--- src/rtl/cpu_pipe_pkg.sv ---
// Shared pipeline definitions: control-bundle bit map and the hard-wired zero register.
package cpu_pipe_pkg;

   localparam int CTRL_W = 9;

   localparam int C_REG_WRITE  = 0;
   localparam int C_MEM_READ   = 1;
   localparam int C_MEM_WRITE  = 2;
   localparam int C_MEM_TO_REG = 3;
   localparam int C_ALU_SRC    = 4;
   localparam int C_REG_DST    = 5;
   localparam int C_BRANCH     = 6;
   localparam int C_ALU_OP_LO  = 7;
   localparam int C_ALU_OP_HI  = 8;

   localparam int REG_ZERO = 0;

   typedef logic [CTRL_W-1:0] ctrl_t;

endpackage

--- src/rtl/id_ex_stage_if.sv ---
// ID -> EX bus: decoded instruction from ID plus flush in, registered EX view plus stall out.
interface id_ex_stage_if #(
   parameter int DATA_W = 32,
   parameter int REG_AW = 5
);
   import cpu_pipe_pkg::*;

   logic              id_valid;
   ctrl_t             id_ctrl;
   logic              id_uses_rt;
   logic [DATA_W-1:0] id_rdata1;
   logic [DATA_W-1:0] id_rdata2;
   logic [DATA_W-1:0] id_imm;
   logic [DATA_W-1:0] id_pc_next;
   logic [REG_AW-1:0] id_rs;
   logic [REG_AW-1:0] id_rt;
   logic [REG_AW-1:0] id_rd;
   logic              flush;

   logic              ex_valid;
   ctrl_t             ex_ctrl;
   logic [DATA_W-1:0] ex_rdata1;
   logic [DATA_W-1:0] ex_rdata2;
   logic [DATA_W-1:0] ex_imm;
   logic [DATA_W-1:0] ex_pc_next;
   logic [REG_AW-1:0] ex_rs;
   logic [REG_AW-1:0] ex_rt;
   logic [REG_AW-1:0] ex_rd;
   logic              stall;

   modport master (
      output id_valid, id_ctrl, id_uses_rt, id_rdata1, id_rdata2, id_imm, id_pc_next,
             id_rs, id_rt, id_rd, flush,
      input  ex_valid, ex_ctrl, ex_rdata1, ex_rdata2, ex_imm, ex_pc_next,
             ex_rs, ex_rt, ex_rd, stall
   );

   modport slave (
      input  id_valid, id_ctrl, id_uses_rt, id_rdata1, id_rdata2, id_imm, id_pc_next,
             id_rs, id_rt, id_rd, flush,
      output ex_valid, ex_ctrl, ex_rdata1, ex_rdata2, ex_imm, ex_pc_next,
             ex_rs, ex_rt, ex_rd, stall
   );

endinterface

--- src/rtl/id_ex_stage_load_use_detect.sv ---
// Load-use hazard equation: a load in EX whose destination is read by the instruction in ID.
module load_use_detect
   import cpu_pipe_pkg::*;
#(
   parameter int REG_AW = 5
) (
   input  logic              ex_valid_i,
   input  logic              ex_mem_read_i,
   input  logic [REG_AW-1:0] ex_rt_i,
   input  logic              id_valid_i,
   input  logic              id_uses_rt_i,
   input  logic [REG_AW-1:0] id_rs_i,
   input  logic [REG_AW-1:0] id_rt_i,
   output logic              hazard_o
);

   // A load into reg 0 never produces a value anyone waits for.
   assign hazard_o = ex_valid_i & ex_mem_read_i & (ex_rt_i != REG_AW'(REG_ZERO)) & id_valid_i
                   & ((id_rs_i == ex_rt_i) | (id_uses_rt_i & (id_rt_i == ex_rt_i)));

endmodule

--- src/rtl/id_ex_stage.sv ---
// ID/EX pipeline register: captures ID each cycle, inserts one bubble on a load-use hazard,
// clears on branch flush and counts inserted bubbles with saturation.
module id_ex_stage
   import cpu_pipe_pkg::*;
#(
   parameter int DATA_W = 32,
   parameter int REG_AW = 5,
   parameter int CNT_W  = 16
) (
   input  logic             clk,
   input  logic             rst,
   id_ex_stage_if.slave     pipe,
   output logic [CNT_W-1:0] bubble_cnt
);

   typedef struct packed {
      logic              valid;
      ctrl_t             ctrl;
      logic [DATA_W-1:0] rdata1;
      logic [DATA_W-1:0] rdata2;
      logic [DATA_W-1:0] imm;
      logic [DATA_W-1:0] pc_next;
      logic [REG_AW-1:0] rs;
      logic [REG_AW-1:0] rt;
      logic [REG_AW-1:0] rd;
   } ex_t;

   ex_t              ex_d, ex_q;
   logic [CNT_W-1:0] cnt_d, cnt_q;
   logic             hazard;
   logic             stall;

   load_use_detect #(.REG_AW(REG_AW)) u_load_use_detect (
      .ex_valid_i    (ex_q.valid),
      .ex_mem_read_i (ex_q.ctrl[C_MEM_READ]),
      .ex_rt_i       (ex_q.rt),
      .id_valid_i    (pipe.id_valid),
      .id_uses_rt_i  (pipe.id_uses_rt),
      .id_rs_i       (pipe.id_rs),
      .id_rt_i       (pipe.id_rt),
      .hazard_o      (hazard)
   );

   assign stall = hazard & ~pipe.flush;

   always_comb begin
      // NOTE: every output gets a default first so no path can infer a latch; the
      // all-zero default is also exactly the bubble/flush contents.
      ex_d  = '0;
      cnt_d = cnt_q;
      if (stall) begin
         cnt_d = (&cnt_q) ? cnt_q : cnt_q + 1'b1;
      end else if (!pipe.flush) begin
         ex_d.valid   = pipe.id_valid;
         ex_d.ctrl    = pipe.id_valid ? pipe.id_ctrl : '0;
         ex_d.rdata1  = pipe.id_rdata1;
         ex_d.rdata2  = pipe.id_rdata2;
         ex_d.imm     = pipe.id_imm;
         ex_d.pc_next = pipe.id_pc_next;
         ex_d.rs      = pipe.id_rs;
         ex_d.rt      = pipe.id_rt;
         ex_d.rd      = pipe.id_rd;
      end
   end

   always_ff @(posedge clk) begin
      // NOTE: non-blocking assignments so every flop samples pre-edge values.
      if (rst) begin
         ex_q  <= '0;
         cnt_q <= '0;
      end else begin
         ex_q  <= ex_d;
         cnt_q <= cnt_d;
      end
   end

   assign pipe.ex_valid   = ex_q.valid;
   assign pipe.ex_ctrl    = ex_q.ctrl;
   assign pipe.ex_rdata1  = ex_q.rdata1;
   assign pipe.ex_rdata2  = ex_q.rdata2;
   assign pipe.ex_imm     = ex_q.imm;
   assign pipe.ex_pc_next = ex_q.pc_next;
   assign pipe.ex_rs      = ex_q.rs;
   assign pipe.ex_rt      = ex_q.rt;
   assign pipe.ex_rd      = ex_q.rd;
   assign pipe.stall      = stall;
   assign bubble_cnt      = cnt_q;

endmodule

--- src/flat_wrapper.sv ---
// flat-port wrapper written by rule: the top's interface ports become plain ports
module id_ex_stage_flat import cpu_pipe_pkg::*;
#(
   parameter int DATA_W = 32,
   parameter int REG_AW = 5,
   parameter int CNT_W  = 16
)
  (clk, rst, bubble_cnt, pipe_id_valid, pipe_id_ctrl, pipe_id_uses_rt, pipe_id_rdata1, pipe_id_rdata2, pipe_id_imm, pipe_id_pc_next, pipe_id_rs, pipe_id_rt, pipe_id_rd, pipe_flush, pipe_ex_valid, pipe_ex_ctrl, pipe_ex_rdata1, pipe_ex_rdata2, pipe_ex_imm, pipe_ex_pc_next, pipe_ex_rs, pipe_ex_rt, pipe_ex_rd, pipe_stall);
  id_ex_stage_if #(.DATA_W(DATA_W), .REG_AW(REG_AW)) pipe_i ();
  input  logic clk;
  input  logic rst;
  output logic [CNT_W-1:0] bubble_cnt;
  input wire logic [$bits(pipe_i.id_valid)-1:0] pipe_id_valid;
  input wire logic [$bits(pipe_i.id_ctrl)-1:0] pipe_id_ctrl;
  input wire logic [$bits(pipe_i.id_uses_rt)-1:0] pipe_id_uses_rt;
  input wire logic [$bits(pipe_i.id_rdata1)-1:0] pipe_id_rdata1;
  input wire logic [$bits(pipe_i.id_rdata2)-1:0] pipe_id_rdata2;
  input wire logic [$bits(pipe_i.id_imm)-1:0] pipe_id_imm;
  input wire logic [$bits(pipe_i.id_pc_next)-1:0] pipe_id_pc_next;
  input wire logic [$bits(pipe_i.id_rs)-1:0] pipe_id_rs;
  input wire logic [$bits(pipe_i.id_rt)-1:0] pipe_id_rt;
  input wire logic [$bits(pipe_i.id_rd)-1:0] pipe_id_rd;
  input wire logic [$bits(pipe_i.flush)-1:0] pipe_flush;
  output wire logic [$bits(pipe_i.ex_valid)-1:0] pipe_ex_valid;
  output wire logic [$bits(pipe_i.ex_ctrl)-1:0] pipe_ex_ctrl;
  output wire logic [$bits(pipe_i.ex_rdata1)-1:0] pipe_ex_rdata1;
  output wire logic [$bits(pipe_i.ex_rdata2)-1:0] pipe_ex_rdata2;
  output wire logic [$bits(pipe_i.ex_imm)-1:0] pipe_ex_imm;
  output wire logic [$bits(pipe_i.ex_pc_next)-1:0] pipe_ex_pc_next;
  output wire logic [$bits(pipe_i.ex_rs)-1:0] pipe_ex_rs;
  output wire logic [$bits(pipe_i.ex_rt)-1:0] pipe_ex_rt;
  output wire logic [$bits(pipe_i.ex_rd)-1:0] pipe_ex_rd;
  output wire logic [$bits(pipe_i.stall)-1:0] pipe_stall;
  assign pipe_i.id_valid = pipe_id_valid;
  assign pipe_i.id_ctrl = pipe_id_ctrl;
  assign pipe_i.id_uses_rt = pipe_id_uses_rt;
  assign pipe_i.id_rdata1 = pipe_id_rdata1;
  assign pipe_i.id_rdata2 = pipe_id_rdata2;
  assign pipe_i.id_imm = pipe_id_imm;
  assign pipe_i.id_pc_next = pipe_id_pc_next;
  assign pipe_i.id_rs = pipe_id_rs;
  assign pipe_i.id_rt = pipe_id_rt;
  assign pipe_i.id_rd = pipe_id_rd;
  assign pipe_i.flush = pipe_flush;
  assign pipe_ex_valid = pipe_i.ex_valid;
  assign pipe_ex_ctrl = pipe_i.ex_ctrl;
  assign pipe_ex_rdata1 = pipe_i.ex_rdata1;
  assign pipe_ex_rdata2 = pipe_i.ex_rdata2;
  assign pipe_ex_imm = pipe_i.ex_imm;
  assign pipe_ex_pc_next = pipe_i.ex_pc_next;
  assign pipe_ex_rs = pipe_i.ex_rs;
  assign pipe_ex_rt = pipe_i.ex_rt;
  assign pipe_ex_rd = pipe_i.ex_rd;
  assign pipe_stall = pipe_i.stall;
  id_ex_stage #(.DATA_W(DATA_W), .REG_AW(REG_AW), .CNT_W(CNT_W)) u_core (.clk(clk), .rst(rst), .pipe(pipe_i), .bubble_cnt(bubble_cnt));
endmodule
--- config.mk ---
export PLATFORM = sky130hd
export DESIGN_NAME = id_ex_stage_flat
export DESIGN_NICKNAME = d
export VERILOG_FILES = /design/src/rtl/cpu_pipe_pkg.sv /design/src/rtl/id_ex_stage_if.sv /design/src/rtl/id_ex_stage_load_use_detect.sv /design/src/rtl/id_ex_stage.sv /design/src/flat_wrapper.sv
export SDC_FILE = /design/constraint.sdc
export NUM_CORES = 1
export LEC_CHECK = 0
export ABC_AREA = 0
export ABC_CLOCK_PERIOD_IN_PS = 4700
export BUFFER_PORTS_ARGS = -buffer_cell sky130_fd_sc_hd__buf_2
export CAP_MARGIN = 15
export CORE_MARGIN = 3
export CORE_UTILIZATION = 25
export DETAILED_ROUTE_END_ITERATION = 10
export PLACE_DENSITY = 0.6
export SLEW_MARGIN = 20
export SYNTH_ARGS = -nofsm -noshare
export SYNTH_HDL_FRONTEND = slang
export SYNTH_SLANG_ARGS = --single-unit
--- constraint.sdc ---
create_clock -name clk -period 4.7 [get_ports clk]
set_input_delay 0 -clock clk [delete_from_list [all_inputs] [get_ports clk]]
set_output_delay 0 -clock clk [all_outputs]
set_load 0.005 [all_outputs]
== Word-level counts from Yosys, hierarchy flattened ==
Index checks and enable logic that the tools add are counted.
Operators by class
  add/subtract/negate cells: 1
  reduce and logical (&&, ||, !) cells: 5
  equality and inequality tests: 2
  bitwise operators: 10
Operators with widths (count)
  adder 16 x 1 -> 16 bit (second input constant): 1
  AND reduction 16 bit: 1
  equality test 5 bit: 2
  bitwise AND 1 bit: 6
  nonzero test 5 bit: 1
  OR reduction 4 bit: 1
  NOT 1 bit: 3
  OR reduction 3 bit: 1
  AND reduction 2 bit: 1
  bitwise OR 1 bit: 1
Word-level totals
  flip-flop bits (word level): 169
  bits of input ports: 157
  output and inout port bits: 170
  word-level logic and storage cells: 28

== Logic depth before layout (Yosys ltp) ==
  depth in word-level cells: 6
  depth in mapped cells: 7
  gate-level depth less buffers: 6

== Hierarchy ==
Synthesis repeated with hierarchy kept, for this count alone.
Unflattened totals
  cell total of the unflattened synthesis: 444
  area total of the unflattened synthesis: 5107.4 um^2
By module, submodules not included
  id_ex_stage: cells each 427, seq. area each 3383.2 um^2, area an instance 4977.3 um^2, instances 1
  load_use_detect: cells each 17, seq. area each 0.0 um^2, area an instance 130.1 um^2, instances 1

== Worst setup path before layout ==
No wires, ideal clock.
  path type: flip-flop to flip-flop
  start: register u_core.cnt_q[0], in the netlist u_core.bubble_cnt[0]
  end: register u_core.cnt_q[15], in the netlist u_core.bubble_cnt[15]
  library setup time: 0.070 ns
  stages on the path, launching flop included: 7
  setup slack: 2.836 ns
  required time: 4.630 ns
  buffers on the path: 0
  clock period less this slack: 1.864 ns
  data arrival time: 1.794 ns
  path through: dfxtp_1 ha_1 and3_1 a41oi_2 nand4_1 or4_1 a21oi_1
Between the ends
  word-level cells in the longest chain between the ends: 3
  elaborated cells between the ends (all ways): 4
  those cells by class: add/sub: 1; bitwise: 1; reduce/logical: 2
Ends and longest elaborated chain
  from (decl): RTL line id_ex_stage.sv:29  | logic [CNT_W-1:0] cnt_d, cnt_q;
  from (signal assigned): RTL line id_ex_stage.sv:73  | cnt_q <= cnt_d;
  branches (longest 3 deep; another with adder 16 x 1 -> 16 bit)
Several ways; the timed one is not identified.
A chain may end at the register's enable or synchronous reset.

== Final worst setup path ==
  start: register u_core.ex_q (netlist bit u_core.pipe.ex_rt[4])
  end: register u_core.ex_q (netlist bit u_core.pipe.ex_ctrl[0])
Between the ends
  word-level cells in the longest chain between the ends: 6
  elaborated cells between the ends (all ways): 10
  those cells by class: eq/ne: 2; bitwise: 6; reduce/logical: 2
Ends and longest elaborated chain
  from (decl): RTL line id_ex_stage.sv:28  | ex_t ex_d, ex_q;
  from (signal assigned): RTL line id_ex_stage.sv:69  | ex_q <= '0;
  from (signal assigned): RTL line id_ex_stage.sv:72  | ex_q <= ex_d;
  equality test 5 bit / nonzero test 5 bit (equally long branches): RTL line id_ex_stage_load_use_detect.sv:19, id_ex_stage_load_use_detect.sv:18
  bitwise AND 1 bit, on equally long branches: RTL line id_ex_stage_load_use_detect.sv:19, id_ex_stage_load_use_detect.sv:18
  bitwise OR 1 bit / bitwise AND 1 bit (equally long branches): RTL line id_ex_stage_load_use_detect.sv:19, id_ex_stage_load_use_detect.sv:18
  bitwise AND 1 bit *: RTL line id_ex_stage_load_use_detect.sv:19  | & ((id_rs_i == ex_rt_i) | (id_uses_rt_i & (id_rt_i == ex_rt_i)));
  bitwise AND 1 bit *: RTL line id_ex_stage.sv:44  | assign stall = hazard & ~pipe.flush;
  OR reduction 4 bit (no line) *
Mark *: on every way between the ends. The rest lies on a longest branch, timed or not.

==> reports/results.ini <==
[logic_synthesis]
synth_edf_count=0
synth_area_mm2=0.00513
synthXorXnorAreaFrac_pct=1.71
synth_most_common_cell=dfxtp_1
synth_cells=450
ys_seq_elements=169
yosys_warnings=0
ys_top_cells_by_area=dfxtp_1, and2_1, xor2_1
syn_area_per_cell_um2=11.4
synth_top_family_by_area=simple AND/OR/NAND/NOR gates
synth_fp_nets=608
synthSimpleGateAreaFrac_pct=25.2
ys_types=31
yosys-top-cells-count=dfxtp_1, and2_1, a21oi_1
synth_top_cell_area_share_pct=66.0
synthAdderAreaFrac_pct=0.244
synth.area.mux_share_pct=0.439
synth_top_flop_cell=dfxtp_1
async_flop_share_pct=0
synth-compound-area-share_pct=3.95
synth-seq-area-share_pct=66.0
synth_top_area_cell=dfxtp_1

[worst_setup_path]
crit_type=flip-flop to flip-flop
required_ns=5.05
r2r_setup_slack_ns=1.79
start_kind=flip-flop
critPathCaptureType=flip-flop
r2r_start=u_core.pipe.ex_rt[4]$_SDFF_PP0_
rr_endpoint=u_core.pipe.ex_ctrl[0]$_SDFF_PP0_
arrival_ns=3.26
cp_max_fo=79
reg2regPathDepth=7

[cts]
cts_buffer_depth=2
cts_resized=0
htree_levels=4
cts.sinks=169
clk_pin_slew_ns=0.07
root_buffer=clkbuf_16
clk_latency_ns=0.41
cts-buffers-inserted=17
post-cts-setup-buffers=0
tritoncts=built

[timing]
slew_violations=0
rsz0062_at_grt=false
holdWs_ns=0.202
worst_pin_slew_ns=0.629
report.final.setup_viol=0
hold_viol_final=0
fin_crit_ns=2.91
max_freq_ghz=0.344
min_period_over_period_pct=61.8
tns_ns=0
finalWorstSetupSlack_ns=1.79
maxSlewHeadroom_pct=58.1
clock-skew-final_ns=0.0112

[routing]
via_per_inst=4.03
drt-pass1-iter-count=4
postRouteAntennaNets=0
drt_iter0_markers=88
top_layer=met4
num_vias=4892
routedWlPerCell_um=14.1
wl_met2_um=8990
drt_wl_total_um=17100
route.detailed.drc=0
met1_length_um=6580
wl_met3_um=1210

[finish]
area_growth_pct=80.2
fin_nets=1093
drive_above_1_share_pct=38.6
layout.cells.non_filler=1214

[job]
maxCapViolCount=0

[placed_design]
dpl.hpwl_um=11200
gp_congestion=0.737
io_buffers=326
placed_cells=1017
place_ws_ns=1.75

[global_route]
overflow=0
antenna_found_initial=1
grt_max_degree=80
grtUsageTotal_pct=15.1
grt_pass1_vias=5171
grt_pass1_wl_um=26500

[power]
p_per_area_mw_per_mm2=347
pwr-share-seq_pct=46.7
peakVddDrop_mv=0.216
intPower_mw=2.48
p_leak_nw=4.53
p_comb_share_pct=9.4
pwr-share-clk_pct=43.9
switching_share_pct=22.7
switchingPower_uw=727

[min_path]
hp-class=primary input to flip-flop
holdPathStages=4
hold_start=pipe_id_uses_rt
min_to=u_core.bubble_cnt[9]$_SDFFE_PP0P_

[floorplanning]
die_area_mm2=0.0223
initial_core_util_pct=25.9
rows=51
num_io_pins=327
die_h_um=149
die_x_um=149
coreArea_mm2=0.0198

[status]
outcome=finished clean

==> cells by family (layout without fill, tap and decap cells) <==
| group | count (synthesis) | count (layout) |
|---|---|---|
| AO/OA/AOI/OAI | 32 | 32 |
| XOR/XNOR | 10 | 10 |
| adder cells (fa/ha/maj) | 1 | 1 |
| buffers and inverters | 28 | 526 |
| flip-flops | 169 | 169 |
| multiplexers | 2 | 2 |
| other | 0 | 1 |
| AND/OR/NAND/NOR | 208 | 208 |
==> power groups by stage <==
stage | clock network (mW) | registers, mW | logic (mW)
6_report | 1.41 | 1.50 | 0.302
5_1_grt | 1.52 | 1.50 | 0.331
4_1_cts | 1.46 | 1.50 | 0.300
3_5_place_dp | 0 | 1.53 | 0.195
3_3_place_gp | 0 | 1.53 | 0.195
2_1_floorplan | 0 | 1.54 | 0.0586
==> what timing repair did <==
action	4_1_cts	5_1_grt
endpoints found under the hold margin	167	0
hold buffers	163	0
setup endpoints to repair	0	0
==> cells in the final DEF, fill, tap and decap left out, drive strengths merged, types with 2 or more instances in the layout <==
cell type and count:
inv 8, nand2 5, nand3 5, and2 144
and3 12, xor2 9, mux2 2, nor3 4
dlygate4sd3 163, o31ai 7, a21oi 15, buf 329
o21ai 7, or4 7, and4 3, clkbuf 18
dfxtp 169, bufinv 2, or3 6, nor2b 2
nor2 6, nand4 11, clkinv 5
==> worst max-delay path by stage <==
| stage | from | to | cells past startpoint |
|---|---|---|---|
| floorplan | u_core.bubble_cnt[0]$_SDFFE_PP0P_ | u_core.bubble_cnt[15]$_SDFFE_PP0P_ | 6 |
| global placement | u_core.pipe.ex_rt[4]$_SDFF_PP0_ | u_core.pipe.ex_ctrl[8]$_SDFF_PP0_ | 6 |
| detailed placement | u_core.pipe.ex_rt[4]$_SDFF_PP0_ | u_core.pipe.ex_ctrl[5]$_SDFF_PP0_ | 6 |
| CTS | u_core.pipe.ex_rt[4]$_SDFF_PP0_ | u_core.pipe.ex_ctrl[0]$_SDFF_PP0_ | 7 |
| global route | u_core.pipe.ex_rt[3]$_SDFF_PP0_ | u_core.pipe.ex_ctrl[0]$_SDFF_PP0_ | 7 |
| finish | u_core.pipe.ex_rt[4]$_SDFF_PP0_ | u_core.pipe.ex_ctrl[0]$_SDFF_PP0_ | 7 |
==> metal layers <==
metal  global-route usage, %  vias up
li1                        -     2443
met1                    16.1     2234
met2                    27.6      192
met3                    5.20       23
met4                    5.03        0
met5                       0        -
==> layout make-up <==
cell class / count / area [um2]
flip-flops and latches: 169 / 3380
repair buffers: 492 / 3300
multi-input cells: 253 / 1620
clock inverters: 14 / 161
clock buffers: 18 / 429
diodes: 1 / 2.50
fillers: 1826 / 10500
inverters: 2 / 7.51
well taps: 265 / 332
==> stage by stage <==
step | utilization [%] | cell area, um2 | power, mW
6_report | 46.7 | 9240 | 3.20
5_1_grt | 46.7 | 9240 | 3.35
4_1_cts | 46.6 | 9230 | 3.26
3_5_place_dp | 35.4 | 7000 | 1.72
3_3_place_gp | 35.4 | 7000 | 1.72
2_1_floorplan | - | 5130 | 1.60
==> critical path: stages, from the launching register on <==
cell	delay (ns)
dfxtp_1	0.39
xor2_1	0.21
nor4_2	0.07
a32oi_2	0.47
o21a_4	0.61
buf_12	0.33
and3_1	0.19
dlygate4sd3_1	0.54
==> flip-flops by register name (all words and copies together), names as in the netlist <==
name	cells
u_core.bubble_cnt	16
u_core.pipe.ex_ctrl	9
u_core.pipe.ex_imm	32
u_core.pipe.ex_pc_next	32
u_core.pipe.ex_rd	5
u_core.pipe.ex_rdata1	32
u_core.pipe.ex_rdata2	32
u_core.pipe.ex_rs	5
u_core.pipe.ex_rt	5
u_core.pipe.ex_valid	1
Note: power is estimated with default switching activity, not from simulation.
